==> src/rtl/relojalarma_pkg.sv <==
// rtl/relojalarma_pkg.sv - shared seven-segment types and constants for the clock/alarm display path
//
// Purpose : common segment encodings used by every 7-segment consumer.
// Contents: seg_t, SEG_BLANK, SEG_DASH, ANODE_OFF, SEG_TABLE (16 entries).
// All segment patterns are active-low, ordered {g,f,e,d,c,b,a}.
package relojalarma_pkg;

  typedef logic [6:0] seg_t;

  localparam seg_t       SEG_BLANK = 7'b1111111;
  localparam seg_t       SEG_DASH  = 7'b0111111;
  localparam logic [3:0] ANODE_OFF = 4'b1111;

  // Codes 10..15 are not valid BCD and show a dash so corruption is visible.
  localparam seg_t SEG_TABLE [0:15] = '{
    7'b1000000, 7'b1111001, 7'b0100100, 7'b0110000,
    7'b0011001, 7'b0010010, 7'b0000010, 7'b1111000,
    7'b0000000, 7'b0010000, SEG_DASH,   SEG_DASH,
    SEG_DASH,   SEG_DASH,   SEG_DASH,   SEG_DASH
  };

endpackage

==> src/rtl/bcd_to_7seg.sv <==
// rtl/bcd_to_7seg.sv - combinational BCD digit to active-low 7-segment decoder
//
// Purpose: map one 4-bit code onto segment lines; invalid BCD shows a dash.
// Ports  : bcd (in, 4 bits)  - digit code
//          seg (out, seg_t)  - active-low {g,f,e,d,c,b,a}
module bcd_to_7seg
  import relojalarma_pkg::*;
(
  input  logic [3:0] bcd,
  output seg_t       seg
);

  assign seg = SEG_TABLE[bcd];

endmodule

==> src/rtl/display_scan_4dig.sv <==
// rtl/display_scan_4dig.sv - time-multiplexed 4-digit common-anode 7-segment scanner
//
// Purpose: snapshot four BCD digits once per frame, scan them onto a
//          multiplexed display with a ghosting blank at each digit switch,
//          and optionally suppress leading zeros.
// Ports  : reloj      (in)      clock, rising edge
//          reseteador (in)      synchronous active-low reset
//          b0..b3     (in, 4)   units .. thousands digits
//          lz_en      (in)      leading-zero suppression enable
//          dp_mask    (in, 4)   per-digit decimal point enables
//          an         (out, 4)  anode enables, active-low
//          seg        (out, 7)  segments {g..a}, active-low
//          dp         (out)     decimal point, active-low
module display_scan_4dig
  import relojalarma_pkg::*;
#(
  parameter int REFRESH_DIV = 50000,
  parameter int BLANK_CYC   = 500
) (
  input  logic       reloj,
  input  logic       reseteador,
  input  logic [3:0] b0,
  input  logic [3:0] b1,
  input  logic [3:0] b2,
  input  logic [3:0] b3,
  input  logic       lz_en,
  input  logic [3:0] dp_mask,
  output logic [3:0] an,
  output logic [6:0] seg,
  output logic       dp
);

  localparam int CNT_W = $clog2(REFRESH_DIV);

  logic [CNT_W-1:0] cnt_q, cnt_d;
  logic [1:0]       idx_q, idx_d;
  logic [3:0]       s0_q, s0_d, s1_q, s1_d, s2_q, s2_d, s3_q, s3_d;
  logic             s_lz_q, s_lz_d;
  logic [3:0]       s_dp_q, s_dp_d;
  logic [3:0]       an_q, an_d;
  seg_t             seg_q, seg_d;
  logic             dp_q, dp_d;

  logic             slot_end;
  logic [3:0]       digit_sel;
  seg_t             digit_seg;
  logic [3:0]       lz_blank;
  logic             blank;

  assign slot_end = (cnt_q == CNT_W'(REFRESH_DIV - 1));

  always_comb begin
    digit_sel = s0_q;
    case (idx_q)
      2'd0: digit_sel = s0_q;
      2'd1: digit_sel = s1_q;
      2'd2: digit_sel = s2_q;
      2'd3: digit_sel = s3_q;
      default: digit_sel = s0_q;
    endcase
  end

  bcd_to_7seg u_dec (
    .bcd (digit_sel),
    .seg (digit_seg)
  );

  // A digit is a leading zero only if it and every higher digit are zero;
  // the units digit always stays lit so a zero value still shows "0".
  always_comb begin
    lz_blank    = 4'b0000;
    lz_blank[3] = (s3_q == 4'd0);
    lz_blank[2] = lz_blank[3] && (s2_q == 4'd0);
    lz_blank[1] = lz_blank[2] && (s1_q == 4'd0);
  end

  assign blank = (cnt_q < CNT_W'(BLANK_CYC)) || (s_lz_q && lz_blank[idx_q]);

  always_comb begin
    cnt_d  = cnt_q + CNT_W'(1);
    idx_d  = idx_q;
    s0_d   = s0_q;
    s1_d   = s1_q;
    s2_d   = s2_q;
    s3_d   = s3_q;
    s_lz_d = s_lz_q;
    s_dp_d = s_dp_q;
    if (slot_end) begin
      cnt_d = '0;
      idx_d = idx_q + 2'd1;
      // Capture only at the frame wrap so a frame never mixes two values.
      if (idx_q == 2'd3) begin
        s0_d   = b0;
        s1_d   = b1;
        s2_d   = b2;
        s3_d   = b3;
        s_lz_d = lz_en;
        s_dp_d = dp_mask;
      end
    end
  end

  always_comb begin
    an_d  = ANODE_OFF;
    seg_d = SEG_BLANK;
    dp_d  = 1'b1;
    if (!blank) begin
      an_d  = ANODE_OFF ^ (4'b0001 << idx_q);
      seg_d = digit_seg;
      dp_d  = ~s_dp_q[idx_q];
    end
  end

  always_ff @(posedge reloj) begin
    if (!reseteador) begin
      cnt_q  <= '0;
      idx_q  <= 2'd0;
      s0_q   <= 4'd0;
      s1_q   <= 4'd0;
      s2_q   <= 4'd0;
      s3_q   <= 4'd0;
      s_lz_q <= 1'b0;
      s_dp_q <= 4'd0;
      an_q   <= ANODE_OFF;
      seg_q  <= SEG_BLANK;
      dp_q   <= 1'b1;
    end else begin
      cnt_q  <= cnt_d;
      idx_q  <= idx_d;
      s0_q   <= s0_d;
      s1_q   <= s1_d;
      s2_q   <= s2_d;
      s3_q   <= s3_d;
      s_lz_q <= s_lz_d;
      s_dp_q <= s_dp_d;
      an_q   <= an_d;
      seg_q  <= seg_d;
      dp_q   <= dp_d;
    end
  end

  assign an  = an_q;
  assign seg = seg_q;
  assign dp  = dp_q;

endmodule

==> config.mk <==
export PLATFORM = sky130hd
export DESIGN_NAME = display_scan_4dig
export DESIGN_NICKNAME = d
export VERILOG_FILES = /design/src/rtl/relojalarma_pkg.sv /design/src/rtl/bcd_to_7seg.sv /design/src/rtl/display_scan_4dig.sv
export SDC_FILE = /design/constraint.sdc
export NUM_CORES = 1
export LEC_CHECK = 0
export ABC_CLOCK_PERIOD_IN_PS = 2400
export BUFFER_PORTS_ARGS = -buffer_cell sky130_fd_sc_hd__buf_2
export CAP_MARGIN = 20
export CORE_AREA = 2 2 75 77
export CTS_CLUSTER_DIAMETER = 40
export DETAILED_ROUTE_END_ITERATION = 8
export DIE_AREA = 0 0 77 79
export GPL_TIMING_DRIVEN = 0
export PLACE_DENSITY_LB_ADDON = 0.1
export SLEW_MARGIN = 20
export SYNTH_ARGS = -nofsm -noshare
export SYNTH_HDL_FRONTEND = slang
export SYNTH_SLANG_ARGS = --single-unit
==> constraint.sdc <==
create_clock -name reloj -period 2.4 [get_ports reloj]
set_input_delay 0.24 -clock reloj [delete_from_list [all_inputs] [get_ports reloj]]
set_output_delay 0.24 -clock reloj [all_outputs]
set_load 0.005 [all_outputs]
==> results of run 1 <==
area by class of cell:
cell class	instances	area, um2	share of cell area
repair buffers	34	170	0.0634
flip-flops and latches	51	1020	0.380
plain buffers	7	56.3	0.0210
well taps	72	90.1	0.0336
clock inverters	2	35.0	0.0131
clock buffers	6	82.6	0.0308
inverters	10	37.5	0.0140
multi-input cells	167	1190	0.444
registers in the layout, indices dropped and copies added (netlist names):
signal  cells
s2_q        4
idx_q       2
s0_q        4
s_lz_q      1
seg         7
dp          1
s1_q        4
s_dp_q      4
s3_q        4
cnt_q      16
an          4
cells by family (layout without fill, tap and decap cells):
| logic type | count (synthesis) | count (layout) | share of synthesized area |
|---|---|---|---|
| AO/OA/AOI/OAI | 20 | 20 | 0.0566 |
| XOR/XNOR | 14 | 14 | 0.0533 |
| adder cells (fa/ha/maj) | 9 | 9 | 0.0490 |
| buffers and inverters | 17 | 59 | 0.0408 |
| flip-flops | 51 | 51 | 0.444 |
| multiplexers | 27 | 27 | 0.124 |
| AND/OR/NAND/NOR | 97 | 97 | 0.232 |
power breakdown:
| group | switching (mW) | internal, mW | total [mW] |
|---|---|---|---|
| clock network | 0.281 | 0.338 | 0.619 |
| logic | 0.0184 | 0.0244 | 0.0428 |
| registers | 0.00441 | 0.850 | 0.854 |
final timing paths:
kind / to / from / slack, ps / cells past startpoint
setup reg to reg: seg[3] / idx_q[0] / 190 / 8
hold / removal: s_dp_q[2] / dp_mask[2] / 180 / 3
hold reg to reg: cnt_q[0] / cnt_q[0] / 480 / 1
setup / recovery: seg[3] / idx_q[0] / 190 / 8
worst max-delay path: stages (launching register included):
cell and delay [ps]:
dfxtp_1 460, inv_1 150, ha_1 300, a222oi_1 350, mux2i_2 220, ha_1 330, inv_1 40, o21ai_0 150
nand4_1 100
cell usage after synthesis, drive strengths merged, types with 2 or more instances:
cell type  count
a21oi          5
a222oi         3
and2           2
and4           2
buf            4
clkbuf         3
dfxtp         51
ha             9
inv           10
mux2           2
mux2i         24
nand2         19
nand3          6
nand4          6
nor2          22
nor2b         23
nor3           4
nor4           4
o21ai          7
or3            2
or4            3
xnor2          8
xor2           6
stage by stage:
step	power, mW	cells	hold WS [ps]
after floorplan	0.891	235	368
final	1.52	349	180
after CTS	1.53	349	178
after detailed placement	0.918	341	463
after global routing	1.57	349	192
after global placement	0.918	341	453
placed cells by master, fill, tap and decap left out, types with 8 or more instances in the layout:
master and instances:
buf_2 34, dfxtp_1 51, ha_1 9, inv_1 10, mux2i_1 23, nand2_1 18
nor2_1 22, nor2b_1 23, xnor2_1 8
layer usage:
metal,track usage,share of wire
met5,0,0
met4,0.0589,0.014
met3,0.0352,0.047
met2,0.268,0.47
met1,0.194,0.47
==> results.txt, run 1 <==
run status -> finished clean
fin nets -> 308
Yosys reg bits -> 51
die area -> 6080 um2
grt ovf -> 0
Setup-failing EPs final -> 0
final instance area -> 2680 um2
first-pass GRT wire length -> 7560 um
CTS Sinks -> 51
# port buffers -> 34
number of diodes -> 0
setup TNS -> 0 ps
Syn Nets -> 267
DR pass1 iterations -> 4
Yosys top cell area share -> 0.444
area grow syn2layout -> 16.8%
Worst-path clk slew -> 100 ps
Slew @ Worst Pin -> 434 ps
worst setup margin -> 185 ps
overall global routing resource usage -> 0.157
Detail Placement HPWL -> 3310 um
critical path capture point type -> flip-flop
DRC Markers -> 0
fillers -> 547
largest cells by area after synthesis -> dfxtp_1 44%, mux2i_1 10%, nor2b_1 6.3%
Place WS -> 187 ps
post-layout min period -> 2210 ps
Worst Setup Path Type -> flip-flop to flip-flop
register area share after synthesis -> 0.444
RSZ-0062 raised after global routing -> false
Mapped Avg Cell Area -> 9.78 um2
initial antenna violation count -> 0
final WL -> 4500 um
YS warnings -> 0
fin util -> 0.503
row cnt -> 27
synthesized area -> 2300 um2
power per cell area -> 565 nW/um2
number of synthesized flops with an enable pin -> 0
layout cell share with drive strength beyond 1 -> 0.199
Starting Density -> 0.431
area leader, netlist -> dfxtp_1
max cap viols -> 0
Lkg Pwr -> 1.12 nW
Crit path arrival time -> 2400 ps
Startpoint Class -> flip-flop
post-CTS sizing -> 0
dominant synthesized flop cell -> dfxtp_1
f_max -> 452 MHz
largest net degree at the start of global routing -> 16
hold crit path type -> primary input to flip-flop
post-synthesis cell type count -> 37
placed inst area -> 2560 um2
post-route ant nets -> 0
FFs w/ async S/R, synth -> 0
postcts setup bufs -> 0
maximum vdd drop -> 0.267 mV
Die Span Y -> 79 um
post-DR vias/cell -> 4.97
Die Wd -> 77 um
Iter 0 DRT Violations -> 87
Worst Skew -> 8.78 ps
root cell of the clock tree -> clkbuf_8
max_slew headroom -> 0.710
Final Wtd Congestion -> 0.836
Top Ports -> 35
maximum net fanout on the critical path -> 7
vias in the first global route -> 1647
Skew-Pair Late Insertion Delay -> 300 ps
final hold vios -> 0
H-tree levels -> 2
CP Data Required Time -> 2590 ps
hold_buf cts -> 0
Slew Viols, Final -> 0
Final period util -> 0.923
wire per inst -> 12.9 um
post-synthesis cell count -> 235
CTS tree -> built
via count -> 1734
CTS buffer count -> 5
CORE AREA -> 5340 um2
clock tree buffer depth -> 2
No activity file was read; power rests on OpenSTA's default activity.
==> inputs of run 2 (changes only) <==
Settings changed: CORE_AREA 2 2 75 77 to 2 2 91 93, DIE_AREA 0 0 77 79 to 0 0 93 95.
==> run 2 against run 1 <==
Compared with the run above: critical path depth is 1 higher; first-iteration DRC count shrank 54%; cell count is 9.5% higher; register-to-register slack improved by 98 ps; total power increased by 4.9%; global-route usage is 3.6 points lower; critical endpoint unchanged.
==> results.txt, run 2 (synthesis gave the netlist of run 1 again) <==
most used cell, CP -> inv_1
Comb pwr share -> 0.027 (about the same)
r2r startpoint -> idx_q[1]
DR pass1 iterations -> 6 (+2)
slowest cell on the critical path -> dfxtp_2
cell internal pwr -> 1.29 mW (+6.5%)
# port buffers -> 34 (unchanged)
post-layout min period -> 2120 ps (-98.0 ps)
root cell of the clock tree -> clkbuf_8
hold_sp -> dp_mask[3]
CTS buffer count -> 5 (unchanged)
max cap viols -> 0 (unchanged)
Max stage delay on crit path -> 400 ps (-60 ps)
Slew @ Worst Pin -> 433 ps (-0.836 ps)
CP Data Required Time -> 2590 ps (about the same)
CTS Sinks -> 51 (unchanged)
maximum vdd drop -> 0.279 mV (+4.8%)
H-tree levels -> 2 (unchanged)
cells along the critical path -> inv_1 > ha_1 > a222oi_1 > mux2_2 > inv_1 > ha_1 > inv_1 > o21ai_0 > nand4_1
max_slew headroom -> 0.711 (about the same)
fin nets -> 308 (unchanged)
f_max -> 472 MHz (+4.6%)
Worst Skew -> 10.1 ps (+1.30 ps)
CORE AREA -> 7930 um2 (+49%)
largest net degree at the start of global routing -> 16 (unchanged)
layout cell share with drive strength beyond 1 -> 0.202 (+0.00361)
RSZ-0062 raised after global routing -> false
Die Wd -> 93 um (+21%)
clock power share -> 0.435 (+0.027)
switching power -> 299 uW (-1.4%)
Top Ports -> 35 (unchanged)
critical path capture point type -> flip-flop
max reg flops -> 16 (unchanged)
Sw Ratio -> 0.188 (-0.0121)
Iter 0 DRT Violations -> 40 (-54%)
CTS tree -> built
wire per inst -> 12.8 um (-0.93%)
Worst-path clk slew -> 90 ps (about the same)
Worst setup startpoint -> idx_q[1]
Crit path arrival time -> 2310 ps (-90 ps)
setup TNS -> 0 ps (unchanged)
postcts setup bufs -> 0 (unchanged)
Startpoint Class -> flip-flop
Slew Viols, Final -> 0 (unchanged)
commonest cells after routing, fill and taps aside -> 49 x dfxtp_1, 34 x buf_2, 23 x mux2i_1, 23 x nor2b_1, 22 x nor2_1
Die Span Y -> 95 um (+20%)
Detail Placement HPWL -> 3680 um (+11%)
run status -> finished clean
hold crit path type -> primary input to flip-flop
Worst Setup Path Type -> flip-flop to flip-flop
number of diodes -> 0 (unchanged)
overall global routing resource usage -> 0.120 (-0.0363)
final hold vios -> 0 (unchanged)
Top reg by flops -> cnt_q
Final Wtd Congestion -> 0.719 (-14%)
vias in the first global route -> 1657 (+0.61%)
via count -> 1695 (-2.2%)
DRC Markers -> 0 (unchanged)
initial antenna violation count -> 0 (unchanged)
die area -> 8840 um2 (+45%)
maximum net fanout on the critical path -> 6 (-1)
final WL -> 4880 um (+8.4%)
sequential power share -> 0.537 (-0.027)
commonest non-fill, non-tap cell in the layout -> dfxtp_1
Hold WS -> 187 ps (+6.86 ps)
Setup-failing EPs final -> 0 (unchanged)
post-DR vias/cell -> 4.44 (-11%)
Skew-Pair Late Insertion Delay -> 300 ps (about the same)
power per cell area -> 580 nW/um2 (+2.7%)
post-route ant nets -> 0 (unchanged)
grt ovf -> 0 (unchanged)
Lkg Pwr -> 1.13 nW (+0.47%)
Final period util -> 0.882 (-0.0409)
clock tree buffer depth -> 2 (unchanged)
Starting Density -> 0.290 (-0.141)
area grow syn2layout -> 19.3%
row cnt -> 33 (+22%)
first-pass GRT wire length -> 8280 um (+9.6%)
## run 2: cell count changes in the layout (fill, tap and decap cells not counted)
cell and change:
clkbuf_8 -1, clkinv_2 -1, dfxtp_1 -2, clkbuf_1 +1
bufinv_16 +1, dfxtp_2 +2
## run 2: path summary, 6_finish.rpt
kind | endpoint | slack, ps | cells past startpoint
setup / recovery | seg[3] | 280 | 9
hold / removal | s_dp_q[3] | 190 | 3
setup reg to reg | seg[3] | 280 | 9
hold reg to reg | cnt_q[0] | 470 | 1
## run 2: cell type report
class                      instances  area (um2)
buffer                             7        56.3
clock buffer                       6        72.6
inverter                          10        37.5
timing repair buffer              34         170
clock inverter                     2        60.1
sequential                        51        1020
tap                              105         131
multi-input combinational        167        1190
fill                             861        5180
## run 2: through the flow
stage / worst slack (ps) / instances / total power, mW / utilization / cell area, um2
final: 283 / 382 / 1.59 / 0.346 / 2740
after global routing: 13.5 / 382 / 1.67 / 0.346 / 2740
after CTS: 98.3 / 382 / 1.62 / 0.345 / 2730
after detailed placement: 130 / 374 / 0.920 / 0.328 / 2600
after global placement: 140 / 374 / 0.919 / 0.328 / 2600
after floorplan: 490 / 235 / 0.891 / - / 2300
## run 2: metal layers
| layer | vias up | GRT usage | share of wire |
|---|---|---|---|
| met3 | 5 | 0.0287 | 0.039 |
| met1 | 757 | 0.157 | 0.48 |
| met5 | - | 0 | 0 |
| met4 | 0 | 0.0368 | 0.011 |
| met2 | 34 | 0.197 | 0.47 |
| li1 | 899 | - | - |
## run 2: what timing repair did
action | in CTS | in global routing
resized for setup | 0 | 4
hold buffers | 0 | 0
setup endpoints to repair | 0 | 3
## run 2: power groups by stage
stage          Sequential, mW  Clock, mW  Combinational, mW
2_1_floorplan           0.873          0             0.0183
3_3_place_gp            0.874          0             0.0453
3_5_place_dp            0.874          0             0.0455
4_1_cts                 0.855      0.719             0.0460
5_1_grt                 0.856      0.764             0.0488
6_report                0.854      0.692             0.0435
## run 2: critical path, delay by kind of cell, from the launching register on
family / cells / cell delay [ps]
muxes: 1 / 300
buffers and inverters: 3 / 200
AOI/OAI and AO/OA: 2 / 470
adders and majority gates: 2 / 530
and+or+nand+nor: 1 / 100
DFF: 1 / 400
==> inputs of run 3 (changes only) <==
Settings changed: PLACE_DENSITY set to 0.43, PLACE_DENSITY_LB_ADDON 0.1 to not set.
==> run 3 against run 2 <==
Compared with the run above: setup slack lost 21 ps; sequential share of layout area grew 0.097 points; critical path type unchanged; sequential power is essentially flat; critical endpoint is now seg[0]; clock power shrank 11%.
==> results.txt, run 3 (synthesis gave the netlist of run 1 again) <==
Crit path arrival time -> 2330 ps (+20 ps)
CTS buffer count -> 5 (unchanged)
maximum vdd drop -> 0.278 mV (-0.37%)
Top reg by flops -> cnt_q
wire per inst -> 12.9 um (+0.66%)
Slew Viols, Final -> 0 (unchanged)
f_max -> 468 MHz (-0.99%)
via count -> 1693 (-0.12%)
max reg flops -> 16 (unchanged)
power per cell area -> 556 nW/um2 (-4.2%)
critical path capture point type -> flip-flop
Post-Place Cells -> 374 (unchanged)
run status -> finished clean
post-route ant nets -> 0 (unchanged)
final WL -> 4920 um (+0.66%)
Starting Density -> 0.290 (unchanged)
DR pass1 iterations -> 4 (-2)
Die Wd -> 93 um (unchanged)
fin util -> 0.344 (-0.00174)
commonest cells after routing, fill and taps aside -> 51 x dfxtp_1, 34 x buf_2, 23 x mux2i_1, 23 x nor2b_1, 22 x nor2_1
clock tree buffer depth -> 2 (unchanged)
Detail Placement HPWL -> 3630 um (-1.3%)
H-tree levels -> 2 (unchanged)
post-DR vias/cell -> 4.43 (-0.12%)
Worst Skew -> 6.08 ps (-4.00 ps)
row cnt -> 33 (unchanged)
Die Span Y -> 95 um (unchanged)
CP Data Required Time -> 2590 ps (about the same)
first-pass GRT wire length -> 8000 um (-3.4%)
post-layout min period -> 2140 ps (+21.1 ps)
Iter 0 DRT Violations -> 46 (+15%)
vias in the first global route -> 1577 (-4.8%)
CORE AREA -> 7930 um2 (unchanged)
CTS tree -> built
die area -> 8840 um2 (unchanged)
largest net degree at the start of global routing -> 16 (unchanged)
hold crit path type -> primary input to flip-flop
fin nets -> 308 (unchanged)
area grow syn2layout -> 18.7%
final hold vios -> 0 (unchanged)
overall global routing resource usage -> 0.117 (-0.00355)
root cell of the clock tree -> clkbuf_8
layout cell share with drive strength beyond 1 -> 0.199 (-0.00361)
initial antenna violation count -> 0 (unchanged)
Final Wtd Congestion -> 0.714 (-0.68%)
DRC Markers -> 0 (unchanged)
Skew-Pair Late Insertion Delay -> 300 ps (about the same)
Worst-path clk slew -> 90 ps (about the same)
commonest non-fill, non-tap cell in the layout -> dfxtp_1
CTS Sinks -> 51 (unchanged)
max cap viols -> 0 (unchanged)
grt ovf -> 0 (unchanged)
# port buffers -> 34 (unchanged)
worst setup margin -> 262 ps (-21.1 ps)
Top Ports -> 35 (unchanged)
Place WS -> 180 ps (+50.0 ps)
Worst Setup Path Type -> flip-flop to flip-flop
Lkg Pwr -> 1.13 nW (+0.13%)
number of diodes -> 0 (unchanged)
maximum net fanout on the critical path -> 7 (+1)
postcts setup bufs -> 0 (unchanged)
Slew @ Worst Pin -> 429 ps (-4.37 ps)
Final period util -> 0.891 (+0.00881)
fillers -> 846 (-1.7%)
max_slew headroom -> 0.713 (+0.00292)
Setup-failing EPs final -> 0 (unchanged)
hold_buf cts -> 0 (unchanged)
Startpoint Class -> flip-flop
final cell count without fillers -> 382 (unchanged)
## run 3: cell count changes in the layout (fill, tap and decap cells not counted), sizes merged
cell    change
bufinv      -1
clkinv      +1
## run 3: repair_timing
item                       CTS  global route
setup endpoints to repair    0             4
hold endpoints to repair     0             0
gates resized for setup      0             3
## run 3: area by class of cell
| type | count | area, um2 | area share |
|---|---|---|---|
| tap | 105 | 131 | 0.0481 |
| sequential | 51 | 1020 | 0.374 |
| inverter | 10 | 37.5 | 0.0138 |
| buffer | 7 | 56.3 | 0.0206 |
| clock inverter | 2 | 35.0 | 0.0128 |
| multi-input combinational | 167 | 1190 | 0.438 |
| clock buffer | 6 | 82.6 | 0.0303 |
| timing repair buffer | 34 | 170 | 0.0624 |
## run 3: worst max-delay path, stage by stage, from the launching register on
cell and delay [ps]:
dfxtp_1 380, inv_1 160, ha_1 170, clkbuf_1 300
mux2i_2 430, inv_1 110, ha_1 190, o21ai_0 180
nand4_1 110
## run 3: final timing paths
| path | end | slack (ps) | cells after the start | start |
|---|---|---|---|---|
| worst max-delay path | seg[0] | 260 | 8 | idx_q[0] |
| worst max register to register | seg[0] | 260 | 8 | idx_q[0] |
| worst min-delay path | s1_q[0] | 180 | 3 | b1[0] |
| worst min register to register | cnt_q[0] | 480 | 1 | cnt_q[0] |
## run 3: where the power goes
part           internal, mW  switching, mW  total (mW)  leakage, nW
clock network         0.338          0.280       0.618       0.0612
registers             0.850        0.00471       0.854        0.412
logic                0.0245         0.0199      0.0443        0.655
total                  1.21          0.305        1.52         1.13
## run 3: layer usage
| metal | vias to the layer above | share of wire | wire length [um] | GRT usage |
|---|---|---|---|---|
| li1 | 892 | - | - | - |
| met1 | 765 | 0.49 | 2410 | 0.150 |
| met2 | 31 | 0.46 | 2250 | 0.186 |
| met3 | 5 | 0.037 | 181 | 0.0295 |
| met4 | 0 | 0.017 | 85 | 0.0515 |
| met5 | - | 0 | 0 | 0 |
## run 3: per-stage QoR
| step | TNS, ps | power (mW) | area, um2 | hold WS, ps |
|---|---|---|---|---|
| finish | 0 | 1.52 | 2730 | 185 |
| CTS | 0 | 1.55 | 2720 | 181 |
| global placement | 0 | 0.919 | 2600 | 456 |
| global route | -25.1 | 1.58 | 2730 | 188 |
| detailed placement | 0 | 0.919 | 2600 | 464 |
| floorplan | 0 | 0.891 | 2300 | 368 |
